### src/rtl/load_store_unit.sv
// Load/store stage: one data-memory transaction per request, with byte-lane
// formation and load extraction. Optional access timeout under LSU_TIMEOUT_EN.
module load_store_unit #(
    parameter int TIMEOUT_CYCLES = 255
) (
    input  logic        clk,
    input  logic        reset,
    input  logic        start,
    input  logic        is_store,
    input  logic [2:0]  funct3,
    input  logic [31:0] addr,
    input  logic [31:0] wdata,
    output logic        mem_req,
    output logic        mem_we,
    output logic [31:0] mem_addr,
    output logic [3:0]  mem_wstrb,
    output logic [31:0] mem_wdata,
    input  logic [31:0] mem_rdata,
    input  logic        mem_ready,
    output logic        busy,
    output logic        done,
    output logic [31:0] rdata,
    output logic        fault,
    output logic [1:0]  fault_cause
);
    typedef enum logic [1:0] {S_IDLE, S_ACCESS, S_DONE} state_t;

    state_t      r_state, w_state_nxt;
    logic        r_is_store;
    logic [2:0]  r_funct3;
    logic [1:0]  r_k;
    logic        r_mem_req, r_mem_we, r_busy, r_done, r_fault;
    logic [31:0] r_mem_addr, r_mem_wdata, r_rdata;
    logic [3:0]  r_mem_wstrb;
    logic [1:0]  r_cause;

    logic        w_req_nxt, w_we_nxt, w_done_nxt, w_fault_nxt, w_latch;
    logic [31:0] w_addr_nxt, w_wdata_nxt, w_rdata_nxt;
    logic [3:0]  w_wstrb_nxt;
    logic [1:0]  w_cause_nxt;
    logic        w_illegal, w_misaligned, w_timeout;
    logic [31:0] w_st_data, w_lane, w_ext;
    logic [3:0]  w_st_strb;

    // Request screening on the live inputs; only meaningful in IDLE with start.
    always_comb begin
        w_illegal = 1'b0;
        case (funct3)
            3'b000, 3'b001, 3'b010: w_illegal = 1'b0;
            3'b100, 3'b101:         w_illegal = is_store;
            default:                w_illegal = 1'b1;
        endcase
        w_misaligned = ((funct3[1:0] == 2'b01) && addr[0]) ||
                       ((funct3[1:0] == 2'b10) && (addr[1:0] != 2'b00));
    end

    always_comb begin
        w_st_data = wdata;
        w_st_strb = 4'b1111;
        case (funct3[1:0])
            2'b00:   begin w_st_data = {4{wdata[7:0]}};  w_st_strb = 4'b0001 << addr[1:0]; end
            2'b01:   begin w_st_data = {2{wdata[15:0]}}; w_st_strb = 4'b0011 << addr[1:0]; end
            default: begin w_st_data = wdata;            w_st_strb = 4'b1111;              end
        endcase
    end

    assign w_lane = mem_rdata >> {r_k, 3'b000};
    always_comb begin
        case (r_funct3)
            3'b000:  w_ext = {{24{w_lane[7]}}, w_lane[7:0]};
            3'b001:  w_ext = {{16{w_lane[15]}}, w_lane[15:0]};
            3'b100:  w_ext = {24'd0, w_lane[7:0]};
            3'b101:  w_ext = {16'd0, w_lane[15:0]};
            default: w_ext = w_lane;
        endcase
    end

`ifdef LSU_TIMEOUT_EN
    logic [15:0] r_cnt;
    always_ff @(posedge clk or posedge reset) begin
        if (reset)                   r_cnt <= 16'd0;
        else if (r_state != S_ACCESS) r_cnt <= 16'd0;
        else if (!mem_ready)          r_cnt <= r_cnt + 16'd1;
    end
    assign w_timeout = (r_cnt == 16'(TIMEOUT_CYCLES - 1));
`else
    assign w_timeout = 1'b0;
`endif

    always_comb begin
        w_state_nxt = r_state;
        w_req_nxt   = 1'b0;
        w_we_nxt    = r_mem_we;
        w_addr_nxt  = r_mem_addr;
        w_wstrb_nxt = r_mem_wstrb;
        w_wdata_nxt = r_mem_wdata;
        w_rdata_nxt = r_rdata;
        w_done_nxt  = 1'b0;
        w_fault_nxt = 1'b0;
        w_cause_nxt = 2'b00;
        w_latch     = 1'b0;
        case (r_state)
            S_IDLE: if (start) begin
                w_latch = 1'b1;
                if (w_illegal || w_misaligned) begin
                    w_state_nxt = S_DONE;
                    w_done_nxt  = 1'b1;
                    w_fault_nxt = 1'b1;
                    w_cause_nxt = w_illegal ? 2'b10 : 2'b01;
                end else begin
                    w_state_nxt = S_ACCESS;
                    w_req_nxt   = 1'b1;
                    w_we_nxt    = is_store;
                    w_addr_nxt  = {addr[31:2], 2'b00};
                    w_wstrb_nxt = is_store ? w_st_strb : 4'b0000;
                    w_wdata_nxt = w_st_data;
                end
            end
            S_ACCESS: begin
                // Ready on the timeout edge still completes normally.
                if (mem_ready || w_timeout) begin
                    w_state_nxt = S_DONE;
                    w_done_nxt  = 1'b1;
                    w_we_nxt    = 1'b0;
                    w_wstrb_nxt = 4'b0000;
                    if (mem_ready && !r_is_store) w_rdata_nxt = w_ext;
                    if (!mem_ready) begin
                        w_fault_nxt = 1'b1;
                        w_cause_nxt = 2'b11;
                    end
                end else begin
                    w_req_nxt = 1'b1;
                end
            end
            default: w_state_nxt = S_IDLE;
        endcase
    end

    always_ff @(posedge clk or posedge reset) begin
        if (reset) begin
            r_state     <= S_IDLE;
            r_is_store  <= 1'b0;
            r_funct3    <= 3'b000;
            r_k         <= 2'b00;
            r_mem_req   <= 1'b0;
            r_mem_we    <= 1'b0;
            r_mem_addr  <= 32'd0;
            r_mem_wstrb <= 4'b0000;
            r_mem_wdata <= 32'd0;
            r_rdata     <= 32'd0;
            r_busy      <= 1'b0;
            r_done      <= 1'b0;
            r_fault     <= 1'b0;
            r_cause     <= 2'b00;
        end else begin
            r_state     <= w_state_nxt;
            r_mem_req   <= w_req_nxt;
            r_mem_we    <= w_we_nxt;
            r_mem_addr  <= w_addr_nxt;
            r_mem_wstrb <= w_wstrb_nxt;
            r_mem_wdata <= w_wdata_nxt;
            r_rdata     <= w_rdata_nxt;
            r_busy      <= (w_state_nxt != S_IDLE);
            r_done      <= w_done_nxt;
            r_fault     <= w_fault_nxt;
            r_cause     <= w_cause_nxt;
            if (w_latch) begin
                r_is_store <= is_store;
                r_funct3   <= funct3;
                r_k        <= addr[1:0];
            end
        end
    end

    assign mem_req     = r_mem_req;
    assign mem_we      = r_mem_we;
    assign mem_addr    = r_mem_addr;
    assign mem_wstrb   = r_mem_wstrb;
    assign mem_wdata   = r_mem_wdata;
    assign busy        = r_busy;
    assign done        = r_done;
    assign rdata       = r_rdata;
    assign fault       = r_fault;
    assign fault_cause = r_cause;
endmodule
### config.mk
export PLATFORM = sky130hd
export DESIGN_NAME = load_store_unit
export DESIGN_NICKNAME = d
export VERILOG_FILES = /design/src/rtl/load_store_unit.sv
export SDC_FILE = /design/constraint.sdc
export NUM_CORES = 1
export LEC_CHECK = 0
export CORE_ASPECT_RATIO = 1.1
export CORE_MARGIN = 2
export CORE_UTILIZATION = 47
export DETAILED_ROUTE_END_ITERATION = 8
export GPL_ROUTABILITY_DRIVEN = 0
export MAX_ROUTING_LAYER = met4
export PLACE_DENSITY = 0.91
export SYNTH_ARGS = -nofsm -noshare
export SYNTH_HDL_FRONTEND = slang
export SYNTH_SLANG_ARGS = --single-unit
### constraint.sdc
create_clock -name clk -period 6.45 [get_ports clk]
set_input_delay 1.29 -clock clk [delete_from_list [all_inputs] [get_ports clk]]
set_output_delay 1.29 -clock clk [all_outputs]
set_load 0.03 [all_outputs]
==> qor.log <==
qor: setup_path.crit_path_class input port to flop
qor: route.route.detailed.drc 0
qor: synth.syn-instance-count 495
qor: sta.hold_ws 486 ps
qor: route.wl 15700 µm
qor: setup_path.top_delay_family_on_crit_path buffers and inverters
qor: global_routing.grt_pass1_wl 24800 µm
qor: clocking.clock_tree.htree_level_count 4
qor: clocking.clk_pin_slew_worst_paths 50 ps
qor: sta.clock-skew-final 6.27 ps
qor: run.max_cap_viol_count 0
qor: synth.yosysTopAreaCell sky130_fd_sc_hd__dfrtp_1
qor: global_routing.maximum_number_of_pins_on_one_net_before_global_route_repair 73
qor: clocking.postCtsSetupRepairBufs 0
qor: cells_and_area.fraction_of_final_layout_cells_with_drive_strength_greater_than_1 13.3%
qor: place.dp_hpwl 11200 µm
qor: power.irDropWorstVdd 0.267 mV
qor: synth.synth.lib_cells_used.distinct 38
qor: synth.yosys-top-cells-area sky130_fd_sc_hd__dfrtp_1, sky130_fd_sc_hd__mux2_4, sky130_fd_sc_hd__mux2i_1
qor: floorplan.pin_count 211
qor: sta.maxSlewViolCount 0
qor: cells_and_area.antenna-diode-count 0
qor: route.dr.first_iter.drc_count 328
qor: sta.min_period_over_period 58.5%
qor: setup_path.start_kind input port
qor: setup_path.cp-end-kind flop
qor: run_status.outcome finished clean
qor: sta.fin_tns_setup 0 ps
qor: cells_and_area.filler_cell_count 746
qor: global_routing.vias_in_the_first_global_route 4885
qor: clocking.tritoncts.num_buffers 17
qor: sta.fin_crit 3770 ps
qor: floorplan.dieArea 12300 µm²
qor: floorplan.placementRows 40
qor: route.drt.antenna.violating_nets 0
qor: sta.rsz0062_at_grt false
qor: power.pwr_dens 463 nW/µm²
qor: clocking.ctsRootBufferMaster sky130_fd_sc_hd__clkbuf_16
qor: clocking.cts.sinks 113
qor: sta.hold_viol_final 0
qor: clocking.max-clock-path-buffers 2
qor: clocking.cts_tree yes
qor: floorplan.chipHeight 116 µm
qor: synth.synth_seq_cells 113
qor: cells_and_area.fin_util 73.2%
qor: setup_path.critical_path.cell_chain clkdlybuf4s50_1 > a221oi_2 > o21ai_4 > buf_12 > mux2_4
qor: place.dpl-instance-area 7490 µm²
qor: sta.worst-slew-pin-transition 1010 ps
qor: sta.remaining_max_slew_budget_at_the_tightest_pin 32.8%
qor: hold_path.hp-class flop to flop
qor: route.post_drt_wl_per_cell 18.4 µm
qor: route.vias_per_cell 5.38
qor: cells_and_area.layout_cell_area_excl_fill 8060 µm²
qor: sta.setup_viol_count_final 0
qor: cells_and_area.area_taken_by_flip_flops_and_latches 2830 µm²
qor: setup_path.crit_required 6730 ps
qor: setup_path.critical_path_buf_inv_count 2
qor: floorplan.dieWidth 106 µm
qor: floorplan.coreArea 11000 µm²
qor: power.power.static_leakage 3.65 nW
qor: cells_and_area.finish.net_count 796
qor: synth.synth_area 5370 µm²
qor: clocking.clk-insertion-delay-late 400 ps
qor: cells_and_area.area_growth_from_synthesis_to_layout 50.1%
qor: setup_path.top_fanout_value_on_the_critical_path 57
qor: setup_path.critical_path.max_stage_delay 1040 ps
qor: route.routed-via-count 4581
qor: synth.yosysWarnings 0
qor: setup_path.cp_slowest_cell sky130_fd_sc_hd__clkdlybuf4s50_1
qor: setup_path.worst_path_arrival_time 4050 ps
qor: clocking.hold_buffers 0
qor: cells_and_area.multi_input_area 2340 µm²
qor: synth.synth_area_per_cell 10.8 µm²
qor: global_routing.overflow 0
qor: route.detailedRoute.firstPassIterationCount 5
qor: synth.synth_sequential_area_ratio 52.7%
qor: synth.synth_top_area_share 52.7%
qor: place.place.port_buffers 208
qor: floorplan.initial_core_util 48.8%
qor: clocking.postCtsResizedCells 0
qor: sta.max_freq 0.265 GHz
qor: global_routing.antenna_found_initial 0
qor: power.finalPower 3.73 mW
qor: global_routing.grtUsageTotal 27.2%
[flip-flops by register name (all words and copies together), names as in the netlist]
signal and cells:
mem_wdata 32, rdata 32, mem_addr 30, mem_wstrb 4, r_funct3 3, fault_cause 2
r_k 2, r_state 2, busy 1, done 1, fault 1, mem_req 1
mem_we 1, r_is_store 1
[cell usage in the layout (no fill, tap or decap), drive strengths merged, types with 2 or more instances in the layout]
master           n
clkdlybuf4s50  208
dfrtp          113
nand2           74
o21ai           49
mux2            48
mux2i           40
nor2            38
nand3           33
a21oi           29
clkbuf          21
and2             8
clkinv           7
or2              4
inv              4
buf              4
nor2b            3
nand3b           2
o22ai            2
conb             2
clkinvlp         2
bufinv           2
[routing by layer]
| metal | GRT usage [%] | share of wire, % | up-vias |
|---|---|---|---|
| li1 | - | - | 2084 |
| met1 | 31.1 | 38 | 2233 |
| met3 | 8.71 | 9.0 | 27 |
| met4 | 10.4 | 2.3 | 0 |
| met5 | - | 0 | - |
| met2 | 45.1 | 50 | 237 |
[path summary, 6_finish.rpt]
path	start	slack, ps	to	cells past startpoint
max	funct3[0]	2680	mem_addr[24]$_DFFE_PP0P_	5
min	rdata[5]$_DFFE_PP0P_	490	rdata[5]$_DFFE_PP0P_	2
max reg2reg	r_k[1]$_DFFE_PP0P_	4000	rdata[30]$_DFFE_PP0P_	4
min reg2reg	rdata[5]$_DFFE_PP0P_	490	rdata[5]$_DFFE_PP0P_	2
max in group asynchronous	reset	3930	mem_addr[16]$_DFFE_PP0P_	3
min in group asynchronous	reset	1420	mem_wdata[16]$_DFFE_PP0P_	2
[cell families after synthesis]
family	Yosys count	synth area share (%)
buffers and inverters	39	3.98
AO/OA/AOI/OAI	86	8.79
other	1	0.0698
XOR/XNOR	1	0.163
multiplexers	88	20.2
AND/OR/NAND/NOR	167	14.1
flip-flops	113	52.7
[worst reg2reg max path, stage by stage (launching register included)]
cell,delay (ps)
sky130_fd_sc_hd__dfrtp_1,710
sky130_fd_sc_hd__nor2b_1,740
sky130_fd_sc_hd__nor2b_1,610
sky130_fd_sc_hd__nand3_1,180
sky130_fd_sc_hd__nand3_1,140
[stage by stage]
stage                     setup slack [ps]  instances
after floorplan                       2170        496
after global placement                2400        820
after detailed placement              2310        820
after CTS                             2740        852
after global routing                  2570        852
final                                 2680        852
[layout make-up]
type                    instances  share of cell area [%]
flip-flops and latches        113                    35.1
inverters                       4                   0.217
well taps                     147                    2.28
multi-input cells             344                    29.0
clock inverters                11                    1.41
clock buffers                  21                    5.59
repair buffers                212                    26.4
[report_power, final]
part           internal [mW]  switching, mW  leakage, nW
logic                  0.745          0.918         1.97
registers              0.979          0.196         1.40
clock network          0.574          0.316        0.276
[synthesized netlist by cell type]
library cell                number
sky130_fd_sc_hd__inv_1           4
sky130_fd_sc_hd__and2_1          8
sky130_fd_sc_hd__nor3b_4         1
sky130_fd_sc_hd__nor4_2          1
sky130_fd_sc_hd__nor3_4          1
sky130_fd_sc_hd__o21ai_2         1
sky130_fd_sc_hd__o31a_1          1
sky130_fd_sc_hd__clkbuf_2        1
sky130_fd_sc_hd__conb_1          1
sky130_fd_sc_hd__a21oi_1        29
sky130_fd_sc_hd__nand2_1        73
sky130_fd_sc_hd__buf_4           6
sky130_fd_sc_hd__or3_1           1
sky130_fd_sc_hd__or2_2           4
sky130_fd_sc_hd__buf_1           2
sky130_fd_sc_hd__o311ai_1        1
sky130_fd_sc_hd__o22a_1          1
sky130_fd_sc_hd__nand2b_1        1
sky130_fd_sc_hd__nand3_1        33
sky130_fd_sc_hd__o2111ai_2       1
sky130_fd_sc_hd__buf_6           4
sky130_fd_sc_hd__dfrtp_1       113
sky130_fd_sc_hd__mux2_4         38
sky130_fd_sc_hd__xor2_1          1
sky130_fd_sc_hd__nand3b_1        2
sky130_fd_sc_hd__a221oi_2        1
sky130_fd_sc_hd__o21ai_0        30
sky130_fd_sc_hd__o21ai_1        18
sky130_fd_sc_hd__mux2i_1        40
sky130_fd_sc_hd__nor2_1         37
sky130_fd_sc_hd__o22ai_1         2
sky130_fd_sc_hd__mux2_2         10
sky130_fd_sc_hd__nand2_2         1
sky130_fd_sc_hd__buf_2          11
sky130_fd_sc_hd__clkbuf_1       11
sky130_fd_sc_hd__o2bb2ai_1       1
sky130_fd_sc_hd__nor2b_1         3
sky130_fd_sc_hd__nor2_2          1
(Power assumes the default switching activity.)
